==> src/rtl/traffic_pkg.sv <==
// Shared definitions for the intersection sequencer: phase encodings, lamp bit
// positions and default phase durations (seconds).
package traffic_pkg;

  localparam int DUR_W = 5;

  localparam int LIGHT_R = 2;
  localparam int LIGHT_Y = 1;
  localparam int LIGHT_G = 0;

  localparam logic [2:0] LAMP_R = 3'(1 << LIGHT_R);
  localparam logic [2:0] LAMP_Y = 3'(1 << LIGHT_Y);
  localparam logic [2:0] LAMP_G = 3'(1 << LIGHT_G);

  localparam int DEF_MAIN_GREEN_SEC = 18;
  localparam int DEF_SIDE_GREEN_SEC = 12;
  localparam int DEF_YELLOW_SEC     = 3;
  localparam int DEF_ALL_RED_SEC    = 1;
  localparam int DEF_WALK_SEC       = 8;

  typedef enum logic [2:0] {
    MAIN_GREEN  = 3'd0,
    MAIN_YELLOW = 3'd1,
    ALL_RED_M   = 3'd2,
    SIDE_GREEN  = 3'd3,
    SIDE_YELLOW = 3'd4,
    ALL_RED_S   = 3'd5,
    PED_WALK    = 3'd6,
    FLASH       = 3'd7
  } phase_t;

endpackage

==> src/rtl/tick_gen.sv <==
// Free-running divider: one-cycle tick every CLK_PER_TICK clocks, first tick
// CLK_PER_TICK-1 cycles after reset release.
module tick_gen #(
  parameter int CLK_PER_TICK = 50_000_000
) (
  input  logic clk,
  input  logic rst_n,
  output logic tick
);
  localparam int CNT_W = (CLK_PER_TICK > 1) ? $clog2(CLK_PER_TICK) : 1;
  localparam logic [CNT_W-1:0] LAST = CNT_W'(CLK_PER_TICK - 1);

  logic [CNT_W-1:0] cnt;

  always_ff @(posedge clk or negedge rst_n) begin
    if (!rst_n) begin
      cnt <= '0;
    end else if (cnt == LAST) begin
      cnt <= '0;
    end else begin
      cnt <= cnt + CNT_W'(1);
    end
  end

  assign tick = (cnt == LAST);

endmodule

==> src/rtl/traffic_phase_ctrl.sv <==
// Phase sequencer for main road, side road and pedestrian crossing; drives the
// external countdown timer with tick and the reload value of the next phase.
module traffic_phase_ctrl
  import traffic_pkg::*;
#(
  parameter int CLK_PER_TICK   = 50_000_000,
  parameter int MAIN_GREEN_SEC = DEF_MAIN_GREEN_SEC,
  parameter int SIDE_GREEN_SEC = DEF_SIDE_GREEN_SEC,
  parameter int YELLOW_SEC     = DEF_YELLOW_SEC,
  parameter int ALL_RED_SEC    = DEF_ALL_RED_SEC,
  parameter int WALK_SEC       = DEF_WALK_SEC
) (
  input  logic             clk,
  input  logic             rst_n,
  input  logic             ped_req,
  input  logic             flash_mode,
  input  logic             finish,
  output logic             tick,
  output logic [DUR_W-1:0] light_second,
  output logic [2:0]       main_light,
  output logic [2:0]       side_light,
  output logic             walk,
  output logic [2:0]       phase
);
  phase_t state, succ;
  logic   ped_s1, ped_s2, ped_d, ped_rise, ped_pending;
  logic   flash_s1, flash_sync, flash_phase;
  logic   adv, step;

  function automatic logic [DUR_W-1:0] reload_of(input phase_t s);
    case (s)
      MAIN_GREEN:              return DUR_W'(MAIN_GREEN_SEC);
      SIDE_GREEN:              return DUR_W'(SIDE_GREEN_SEC);
      MAIN_YELLOW, SIDE_YELLOW: return DUR_W'(YELLOW_SEC);
      ALL_RED_M, ALL_RED_S:    return DUR_W'(ALL_RED_SEC);
      PED_WALK:                return DUR_W'(WALK_SEC);
      default:                 return '0;
    endcase
  endfunction

  tick_gen #(.CLK_PER_TICK(CLK_PER_TICK)) u_tick_gen (
    .clk  (clk),
    .rst_n(rst_n),
    .tick (tick)
  );

  assign adv      = tick & finish;
  assign ped_rise = ped_s2 & ~ped_d;
  // FLASH keeps the timer parked at 0, so it leaves on any tick.
  assign step     = (state == FLASH) ? tick : adv;

  always_comb begin
    succ = state;
    case (state)
      MAIN_GREEN:  succ = MAIN_YELLOW;
      MAIN_YELLOW: succ = ALL_RED_M;
      ALL_RED_M:   succ = flash_sync ? FLASH : SIDE_GREEN;
      SIDE_GREEN:  succ = SIDE_YELLOW;
      SIDE_YELLOW: succ = ALL_RED_S;
      ALL_RED_S:   succ = flash_sync ? FLASH : (ped_pending ? PED_WALK : MAIN_GREEN);
      PED_WALK:    succ = MAIN_GREEN;
      FLASH:       succ = flash_sync ? FLASH : ALL_RED_S;
      default:     succ = MAIN_GREEN;
    endcase
  end

  always_ff @(posedge clk or negedge rst_n) begin
    if (!rst_n) begin
      ped_s1     <= 1'b0;
      ped_s2     <= 1'b0;
      ped_d      <= 1'b0;
      flash_s1   <= 1'b0;
      flash_sync <= 1'b0;
    end else begin
      ped_s1     <= ped_req;
      ped_s2     <= ped_s1;
      ped_d      <= ped_s2;
      flash_s1   <= flash_mode;
      flash_sync <= flash_s1;
    end
  end

  always_ff @(posedge clk or negedge rst_n) begin
    if (!rst_n) begin
      state       <= MAIN_GREEN;
      ped_pending <= 1'b0;
      flash_phase <= 1'b0;
    end else begin
      if (step) state <= succ;
      // Entering the walk consumes the request; a press in that same cycle is lost.
      if (adv && state == ALL_RED_S && succ == PED_WALK) begin
        ped_pending <= 1'b0;
      end else if (ped_rise && state != PED_WALK) begin
        ped_pending <= 1'b1;
      end
      if (state != FLASH) begin
        flash_phase <= 1'b0;
      end else if (tick) begin
        flash_phase <= ~flash_phase;
      end
    end
  end

  always_comb begin
    main_light = LAMP_R;
    side_light = LAMP_R;
    walk       = 1'b0;
    case (state)
      MAIN_GREEN:  main_light = LAMP_G;
      MAIN_YELLOW: main_light = LAMP_Y;
      SIDE_GREEN:  side_light = LAMP_G;
      SIDE_YELLOW: side_light = LAMP_Y;
      PED_WALK:    walk       = 1'b1;
      FLASH: begin
        main_light = flash_phase ? LAMP_Y : 3'b000;
        side_light = flash_phase ? LAMP_R : 3'b000;
      end
      default: ;
    endcase
  end

  assign light_second = reload_of(succ);
  assign phase        = state;

endmodule

==> config.mk <==
export PLATFORM = sky130hd
export DESIGN_NAME = traffic_phase_ctrl
export DESIGN_NICKNAME = d
export VERILOG_FILES = /design/src/rtl/traffic_pkg.sv /design/src/rtl/tick_gen.sv /design/src/rtl/traffic_phase_ctrl.sv
export SDC_FILE = /design/constraint.sdc
export NUM_CORES = 1
export LEC_CHECK = 0
export BUFFER_PORTS_ARGS = -buffer_cell sky130_fd_sc_hd__buf_2
export CAP_MARGIN = 20
export CORE_ASPECT_RATIO = 1.25
export CORE_MARGIN = 4
export CORE_UTILIZATION = 54
export CTS_CLUSTER_SIZE = 12
export DETAILED_ROUTE_END_ITERATION = 16
export PLACE_DENSITY_LB_ADDON = 0.05
export REMOVE_ABC_BUFFERS = 1
export SETUP_SLACK_MARGIN = 0.02
export SLEW_MARGIN = 20
export SYNTH_ARGS = -nofsm -noshare
export SYNTH_HDL_FRONTEND = slang
export SYNTH_HIERARCHICAL = 1
export SYNTH_SLANG_ARGS = --single-unit
==> constraint.sdc <==
create_clock -name clk -period 2.6 [get_ports clk]
set_input_delay 0.13 -clock clk [delete_from_list [all_inputs] [get_ports clk]]
set_output_delay 0.13 -clock clk [all_outputs]
set_load 0.05 [all_outputs]
==> metrics.txt <==
status finished clean; DP HPWL 2.656 mm; Final Worst Setup Slack 0.4023 ns; syn avg cell area 9.767 sq um; TritonCTS clock tree built; vias in the first global route 1390; asr flop ratio synth 100.0%; hold slack 0.2307 ns; n_diodes 0; Routed WL per cell 14.45 microns; Final nets 229; Sink Count 36; PwrDens 485.3 nW/um^2; synthesized area 1963 sq um; area of the multi-input gates 975.9 sq um; commonest non-fill, non-tap cell in the layout dfrtp_1; finished layout cell area 2201 sq um; FF-to-FF End phase[2]; Synth warnings 6; largest area contributor in the netlist dfrtp_1; CP Launch Point u_tick_gen/cnt[11]; Die Y 75.41 microns; drt pass-1 iters 4; first-pass GRT wire length 6.361 mm; # H-tree levels 2; CORE AREA 3483 sq um; GRT Util Overall 18.55%; commonest non-fill, non-tap cells in the layout dfrtp_1, buf_2, nor2_1; clk_lat worst skew 0.29 ns; placed cell count 250; post-layout util 63.18%; final setup fails 0; RSZ-0062 raised after global routing false; Post-synth EDFFs 0; worst reg-to-reg setup slack 0.59 ns; Max clock buf depth 2; Worst Max-Slew Pin Slew 0.7513 ns; WP data required 2.47 ns; synth unique cells 45; Final Max Tran Viols 0; # fillers 303; main area contributors after synthesis dfrtp_1, xnor2_1, a21oi_1; LEAKAGE 0.9380 nW; R2R depth 7; crit path DAT 2.07 ns; setup TNS 0 ns; CTS Root Cell clkbuf_8; share of the synthesized area in the top cell type 45.89%; via count of the routed design 1542; nature of the critical path endpoint output pin; top_reg_cell synth dfrtp_1; endpoint of the worst setup timing path tick; relative slew slack 49.91%; post-layout minimum cycle time 2.198 ns; Power Total 1.068 mW; Via density 5.885; fin crit share 84.53%; die area 4670 sq um; CTS clk-pin slew, worst paths 0.07 ns; clock buffer count from CTS 5; gp weighted congestion 0.8095; Total Wirelength 3.787 mm; drc violations 0; post-synthesis sequential area ratio 45.89%; Hold Path Class in2reg; IO Count 21; critical path type reg2out; Syn Inst Count 201; remaining global-route overflow 0; Final Non-Filler Cells 262; Max Cap Violations 0; launching point of the worst reg2reg path u_tick_gen/cnt[11]; Sequential Area 900.9 sq um; Slowest cell on crit path dfrtp_1; share of layout cells above drive strength 1 17.49%; Rows 24; I/O Buffers 20; Die W 61.93 microns; pre-CTS setup slack 0.4818 ns; fmax 455.0 MHz; critical path peak fanout 19; Starting Density 56.36%; crit-path cells nor4b_1 -> nand4_1 -> nor4_4 -> buf_4 -> buf_2; post-CTS sizing 0; Max stage delay on crit path 0.45 ns; maximum VDD drop 0.4718 mV; skew final 0.007395 ns; Final ANT Viol Nets 0; Final Hold Viols 0; pin count of the biggest net entering global routing 37; placed cell area 2052 sq um; initial DRC count 95; #FFs+latches synth 36; CP startpoint kind flop; antenna violations before repair 0; P&R area growth vs syn 12.11%
final cells by class:
class | instances | area share [%]
clock inverters | 3 | 1.933
well taps | 39 | 2.217
inverters | 5 | 0.8528
repair buffers | 25 | 6.595
flip-flops and latches | 36 | 40.93
clock buffers | 5 | 3.127
multi-input cells | 149 | 44.34
power breakdown:
part | internal [mW] | switching (mW) | total [mW]
clock network | 0.283 | 0.198 | 0.481
logic | 0.00689 | 0.0137 | 0.0206
registers | 0.564 | 0.00283 | 0.567
cell families (layout without fill, tap and decap cells):
kind of cell	after synthesis	after routing	share of synthesized area (%)
DFF	36	36	45.89
AOI/OAI and AO/OA	32	32	10.07
and+or+nand+nor	95	95	29.32
adders and majority gates	2	2	1.274
xor gates and xnor gates	18	18	8.031
muxes	2	2	1.020
buffers and inverters	16	38	4.397
synth_stat cells (2+ instances only):
library cell / n
xor2_1: 8
dfrtp_1: 36
and4_1: 4
buf_4: 3
inv_1: 5
xnor2_1: 10
mux2i_1: 2
nand2_1: 13
or4_1: 3
nor2_1: 17
o21a_1: 3
nand3_1: 11
and3_1: 7
nand2b_1: 2
ha_1: 2
a21oi_1: 15
or3_1: 4
buf_2: 5
nand4_1: 7
or2_2: 2
nor3_1: 2
nor4_1: 5
nand4b_1: 3
nor3b_1: 2
and2_1: 3
o21ai_0: 5
o31ai_1: 2
nor2b_1: 3
critical path: cells and delay by family, from the launching register on:
| kind | cells | cell delay (ns) |
|---|---|---|
| and+or+nand+nor | 3 | 0.75 |
| buffers and inverters | 2 | 0.58 |
| DFF | 1 | 0.45 |
per-layer routing:
| metal | GRT usage, % | vias up | part of all wire, % |
|---|---|---|---|
| li1 | - | 769 | - |
| met1 | 23.19 | 732 | 45 |
| met2 | 29.45 | 32 | 48 |
| met3 | 5.424 | 9 | 5.1 |
| met4 | 8.255 | 0 | 1.6 |
| met5 | 0 | - | 0 |
worst min-delay path by stage:
stage,slack [ns],cells past startpoint,end,startpoint
floorplan,-0.17,0,flash_phase,rst_n
global placement,0.24,1,phase[1],rst_n
detailed placement,0.24,1,ped_s1,ped_req
CTS,0.22,3,phase[2],finish
global route,0.25,3,ped_pending,finish
finish,0.23,3,phase[2],finish
what timing repair did:
item                                    4_1_cts  5_1_grt
endpoints found under the setup margin        0        1
endpoints found under the hold margin        38        0
hold buffers                                  3        0
setup buffers                                 0        1
registers in the layout, summed over array words and instances (netlist names):
name            flops
ped_d               1
phase               3
flash_s1            1
ped_s2              1
flash_sync          1
flash_phase         1
ped_pending         1
u_tick_gen/cnt     26
ped_s1              1
(Power assumes the default switching activity.)
